<file path="config.mk">
export PLATFORM = sky130hd
export DESIGN_NAME = message_combiner
export DESIGN_NICKNAME = d
export VERILOG_FILES = /design/src/rtl/message_combiner.sv
export SDC_FILE = /design/constraint.sdc
export NUM_CORES = 2
export LEC_CHECK = 0
export CAP_MARGIN = 10
export CORE_MARGIN = 4
export CORE_UTILIZATION = 55
export CTS_CLUSTER_DIAMETER = 60
export DETAILED_ROUTE_END_ITERATION = 10
export PLACE_DENSITY_LB_ADDON = 0.15
export REMOVE_ABC_BUFFERS = 1
export SYNTH_ARGS = -nofsm -noshare
export SYNTH_HDL_FRONTEND = slang
export SYNTH_SLANG_ARGS = --single-unit
</file>
<file path="constraint.sdc">
create_clock -name clk -period 6.4 [get_ports clk]
set_clock_uncertainty 0.05 [all_clocks]
set_input_delay 0.64 -clock clk [delete_from_list [all_inputs] [get_ports clk]]
set_output_delay 0.64 -clock clk [all_outputs]
set_load 0.01 [all_outputs]
</file>
<file path="src/rtl/message_combiner.sv">
// Message combiner: packs N_SLICES consecutive WIDTH-bit slices into one word.
// The first slice goes into the MSBs. Completed words are queued in a circular
// FIFO. Each word is then handed to the consumer through a toggle handshake:
// out_nd flips to present a word, and the consumer sets out_ack equal to
// out_nd to release it.
module message_combiner #(
    parameter int N_SLICES          = 2,
    parameter int LOG_N_SLICES      = 1,
    parameter int WIDTH             = 32,
    parameter int BUFFER_LENGTH     = 32,
    parameter int LOG_BUFFER_LENGTH = 5
) (
    input  logic                      clk,
    input  logic                      rst_n,
    input  logic [WIDTH-1:0]          in_data,
    input  logic                      in_nd,
    output logic [WIDTH*N_SLICES-1:0] out_data,
    output logic                      out_nd,
    input  logic                      out_ack,
    output logic                      error
);

    localparam int MSG_W = WIDTH * N_SLICES;
    localparam logic [LOG_N_SLICES-1:0]    LAST_SLICE = LOG_N_SLICES'(N_SLICES - 1);
    localparam logic [LOG_BUFFER_LENGTH-1:0] LAST_PTR = LOG_BUFFER_LENGTH'(BUFFER_LENGTH - 1);
    localparam logic [LOG_BUFFER_LENGTH:0]   FULL_CNT = (LOG_BUFFER_LENGTH + 1)'(BUFFER_LENGTH);

    // The output side is IDLE when the consumer has acknowledged the last toggle.
    typedef enum logic {
        OUT_IDLE,
        OUT_PENDING
    } out_state_e;

    out_state_e                   out_state;

    logic [LOG_N_SLICES-1:0]      slice_cnt_q, slice_cnt_d;
    logic [MSG_W-1:0]             partial_q, partial_d;
    logic [LOG_BUFFER_LENGTH-1:0] wr_ptr_q, wr_ptr_d;
    logic [LOG_BUFFER_LENGTH-1:0] rd_ptr_q, rd_ptr_d;
    logic [LOG_BUFFER_LENGTH:0]   count_q, count_d;
    logic [MSG_W-1:0]             out_data_q, out_data_d;
    logic                         out_nd_q, out_nd_d;
    logic                         error_q, error_d;

    logic [MSG_W-1:0]             mem [BUFFER_LENGTH];
    logic [MSG_W-1:0]             full_word;
    logic                         word_done;
    logic                         wr_en;
    logic                         pop;

    // Next-state logic: slice assembly, FIFO bookkeeping and output handshake.
    always_comb begin
        // NOTE: every combinational output gets a default first so no path leaves it unassigned (no latch).
        slice_cnt_d = slice_cnt_q;
        partial_d   = partial_q;
        wr_ptr_d    = wr_ptr_q;
        rd_ptr_d    = rd_ptr_q;
        count_d     = count_q;
        out_data_d  = out_data_q;
        out_nd_d    = out_nd_q;
        error_d     = error_q;
        word_done   = 1'b0;

        out_state = (out_ack == out_nd_q) ? OUT_IDLE : OUT_PENDING;

        // The last slice lands in the LSBs and bypasses the partial register.
        full_word              = partial_q;
        full_word[WIDTH-1:0]   = in_data;

        if (in_nd) begin
            if (slice_cnt_q == LAST_SLICE) begin
                word_done   = 1'b1;
                slice_cnt_d = '0;
            end else begin
                partial_d[(N_SLICES - 1 - int'(slice_cnt_q)) * WIDTH +: WIDTH] = in_data;
                slice_cnt_d = slice_cnt_q + 1'b1;
            end
        end

        // A word written this edge is not visible to the pop until the next edge.
        pop   = (out_state == OUT_IDLE) && (count_q != '0);
        wr_en = word_done && ((count_q != FULL_CNT) || pop);

        // A full FIFO with no simultaneous pop drops the word; the flag is sticky.
        if (word_done && !wr_en) begin
            error_d = 1'b1;
        end

        if (wr_en) begin
            wr_ptr_d = (wr_ptr_q == LAST_PTR) ? '0 : wr_ptr_q + 1'b1;
        end

        if (pop) begin
            rd_ptr_d   = (rd_ptr_q == LAST_PTR) ? '0 : rd_ptr_q + 1'b1;
            out_data_d = mem[rd_ptr_q];
            out_nd_d   = ~out_nd_q;
        end

        case ({wr_en, pop})
            2'b10:   count_d = count_q + 1'b1;
            2'b01:   count_d = count_q - 1'b1;
            default: count_d = count_q;
        endcase
    end

    // Control and output registers with synchronous active-low reset.
    always_ff @(posedge clk) begin
        // NOTE: sequential state uses non-blocking assignments so all registers update together at the edge.
        if (!rst_n) begin
            slice_cnt_q <= '0;
            partial_q   <= '0;
            wr_ptr_q    <= '0;
            rd_ptr_q    <= '0;
            count_q     <= '0;
            out_data_q  <= '0;
            out_nd_q    <= 1'b0;
            error_q     <= 1'b0;
        end else begin
            slice_cnt_q <= slice_cnt_d;
            partial_q   <= partial_d;
            wr_ptr_q    <= wr_ptr_d;
            rd_ptr_q    <= rd_ptr_d;
            count_q     <= count_d;
            out_data_q  <= out_data_d;
            out_nd_q    <= out_nd_d;
            error_q     <= error_d;
        end
    end

    // FIFO storage: write the assembled word at the write pointer.
    always_ff @(posedge clk) begin
        // NOTE: the storage array has no reset; occupancy and pointers alone decide which entries are valid.
        if (wr_en) begin
            mem[wr_ptr_q] <= full_word;
        end
    end

    assign out_data = out_data_q;
    assign out_nd   = out_nd_q;
    assign error    = error_q;

endmodule
</file>
==> results.yml <==
status:
  status: "finished, final reports clean"
synth:
  synth_area_sq_um: 81480
  synth_cell_types: 46
  async_reset_ff_frac: 0
  synthFlopType: "edfxtp_1"
  avgSynthCellArea_sq_um: 22.09
  yosysWarnings: 0
  ys_ff_latch: 2163
  synth_edf_count: 2048
  netlist_instances: 3688
  ys_seq_area_frac: 0.7830
detailed_routing:
  firstDrtPassIters: 5
  routed_wl_um: 205600
  ant_nets: 0
  vias: 39850
  wire_per_inst_um: 33.96
  drt_iter0_markers: 5073
  viasPerCell: 6.583
  drc_errors: 0
placement:
  hpwl_um: 113200
  dpl_cell_area_sq_um: 85830
  portBuffers: 101
  gp_congestion: 0.8188
die:
  rows: 140
  core_sq_um: 146400
  dieArea_sq_um: 154400
  ios: 102
  die_w_um: 392.9
  die-height_um: 392.9
  start_util: 0.5564
sta:
  period_needed_ns: 3.578
  relSlewSlack: 0.1537
  hold_viol: 0
  clock.fmax_ghz: 0.2795
  worst_pin_slew_ns: 1.268
  report.final.slew_viol_count: 0
  whs_ns: 0.2331
  fin_crit_sh: 0.5591
  rsz0062_at_grt: "false"
  finalSetupViolCount: 0
run:
  cap_violations: 0
global_routing:
  busiest_layer: "met2"
  grt_pass1_vias: 39720
  met2_usage: 0.4069
  use_met3: 0.07098
  grt_overflow_total: 0
  grtUsageMet1: 0.4047
  antenna_found_initial: 11
  grt_max_degree: 137
  grt_pass1_wl_um: 294100
  grt_usage: 0.2718
critical_path:
  r2r-end: "out_data[14]"
  r2r-start: "rd_ptr_q[0]"
  reg2reg_depth: 6
  crit_path_end_kind: "flop"
  start_kind: "flop"
  critPathMaxFanout: 42
  cp.arrival_ns: 4.25
  r2r_slack_ns: 2.82
  setup.worst_path.class: "reg -> reg"
  critPathRequiredTime_ns: 7.07
pwr:
  cell_internal_pwr_w: 0.02465
  powerDensity_nw_per_um2: 350.2
  sw_frac_of_total: 0.2413
  p_leak_nw: 28.81
  p_clk_frac: 0.373
  switchingPower_w: 0.007840
  seq_power_share: 0.500
  ir_drop_v: 0.0002685
  combPwrFrac: 0.127
finish:
  final_area_sq_um: 92790
  n_fill_cell: 9783
  nNetsFinal: 3999
  area_growth_syn_to_layout_pct: 13.87
  layout-drive-gt1-share: 0.2537
  fin_util: 0.6336
clock_network:
  cts.repair.resized: 0
  cts_made_buffers: 209
  cts_root_buffer: "clkbuf_16"
  cts_buffer_depth: 3
  clk_pin_slew_ns: 0.06
  cts_setup_buffers: 0
  clkLatencyLatePin_ns: 0.83
  htreeDepth: 4
  postCtsHoldBufs: 0
  clock_sinks: 2163
  cts_tree: "done"
hold_path:
  hold_path.class: "in -> reg"
  hold_path_end: "error"
  holdPathStages: 2
  hold_start: "rst_n"
==> flip-flops by register name, summed over array words and instances, names as in the netlist <==
| register | count |
|---|---|
| slice_cnt_q | 1 |
| partial_q | 32 |
| out_nd | 1 |
| rd_ptr_q | 5 |
| wr_ptr_q | 5 |
| error | 1 |
| out_data | 64 |
| mem | 2048 |
| count_q | 6 |
==> cells in the final DEF, fill, tap and decap left out, types with 15 or more instances in the layout <==
cell	Yosys	layout
a211oi_1	37	37
a21boi_0	64	64
a21oi_1	41	41
a221o_1	36	36
a22oi_1	213	213
buf_12	0	25
buf_4	0	137
bufinv_16	0	15
clkbuf_1	125	55
clkbuf_16	0	214
clkbuf_8	0	22
clkdlybuf4s50_1	0	98
clkinv_1	0	31
clkinv_2	0	41
dfxtp_1	115	109
edfxtp_1	2048	2048
mux2i_1	41	41
mux4_2	512	512
nand2_1	160	160
nand3_1	32	32
nor2_4	0	34
nor2b_1	51	46
==> worst max-delay path by stage <==
stage / start / endpoint / slack (ns) / cells after the start
floorplan: rd_ptr_q[0] / rd_ptr_q[3] / -16.75 / 6
global placement: rd_ptr_q[0] / out_data[14] / 2.78 / 6
detailed placement: out_ack / mem[6][46] / 2.74 / 8
CTS: rd_ptr_q[0] / out_data[14] / 2.79 / 6
global route: rd_ptr_q[0] / out_data[24] / 2.60 / 6
finish: rd_ptr_q[0] / out_data[14] / 2.82 / 6
==> cell usage after synthesis (2+ instances only) <==
cell / instances / area share
edfxtp_1: 2048 / 0.75
mux4_2: 512 / 0.14
a22oi_1: 213 / 0.020
nand2_1: 160 / 0.0074
clkbuf_1: 125 / 0.0058
dfxtp_1: 115 / 0.028
buf_2: 77 / 0.0047
a21boi_0: 64 / 0.0059
nor2b_1: 51 / 0.0039
a21oi_1: 41 / 0.0025
mux2i_1: 41 / 0.0050
a211oi_1: 37 / 0.0034
nor2_1: 37 / 0.0017
a221o_1: 36 / 0.0044
nand3_1: 32 / 0.0020
buf_1: 14 / 0.00064
ha_1: 11 / 0.0017
o21ai_0: 10 / 0.00061
a21boi_1: 9 / 0.00083
and2_1: 7 / 0.00054
and3_1: 5 / 0.00038
nand3b_1: 5 / 0.00046
inv_1: 4 / 0.00018
a31oi_1: 3 / 0.00023
nor3_1: 3 / 0.00018
xnor2_1: 3 / 0.00032
a21o_1: 2 / 0.00018
nand2b_1: 2 / 0.00015
o21a_1: 2 / 0.00018
or3b_2: 2 / 0.00022
xor2_1: 2 / 0.00022
==> through the flow <==
stage	setup TNS [ns]	worst slack [ns]	cells	power [W]
after floorplan	-1126.59	-16.75	3472	0.01949
after global placement	0	2.780	5651	0.02065
after detailed placement	0	2.744	5651	0.02066
after CTS	0	2.795	6046	0.03268
after global routing	0	2.602	6052	0.03361
final	0	2.822	6053	0.03249
==> layout make-up <==
cell class	count	area (sq um)	area share
Sequential cell	2163	63820	0.6878
Multi-Input combinational cell	1305	17070	0.1840
Clock buffer	290	5839	0.06293
Timing Repair Buffer	268	2683	0.02891
Tap cell	1917	2399	0.02585
Clock inverter	105	958.4	0.01033
Inverter	4	15.01	0.0001618
Antenna cell	1	2.502	0.00002697
==> power by group through the flow <==
stage               sequential [W]  clock, W  combinational [W]
floorplan                   0.0167         0            0.00284
global placement            0.0165         0            0.00412
detailed placement          0.0165         0            0.00412
CTS                         0.0162    0.0123            0.00414
global route                0.0163    0.0129            0.00441
finish                      0.0162    0.0121            0.00413
==> kinds of logic (layout without fill, tap and decap cells) <==
kind of cell	after synthesis	after routing	share of synthesized area
DFF	2163	2163	0.7830
muxes	553	553	0.1465
AOI/OAI and AO/OA	424	424	0.03886
and+or+nand+nor	310	310	0.01761
buffers and inverters	220	667	0.01132
adders and majority gates	12	12	0.001935
xor gates and xnor gates	6	6	0.0007372
other	0	1	0
==> critical path: stages (launching register included) <==
cell	delay, ns
dfxtp_4	1.06
buf_4	0.64
mux4_2	0.56
nor2b_1	0.14
a211oi_1	0.29
a21oi_1	0.24
a221o_1	0.39
==> per-layer routing <==
metal	wire length [um]	share of wire	vias to the layer above
met1	83090	0.40	21310
met5	172	0.00084	-
li1	-	-	16150
met2	95580	0.46	2097
met4	5036	0.024	4
met3	21680	0.11	284
Note: power is estimated with default switching activity, not from simulation.
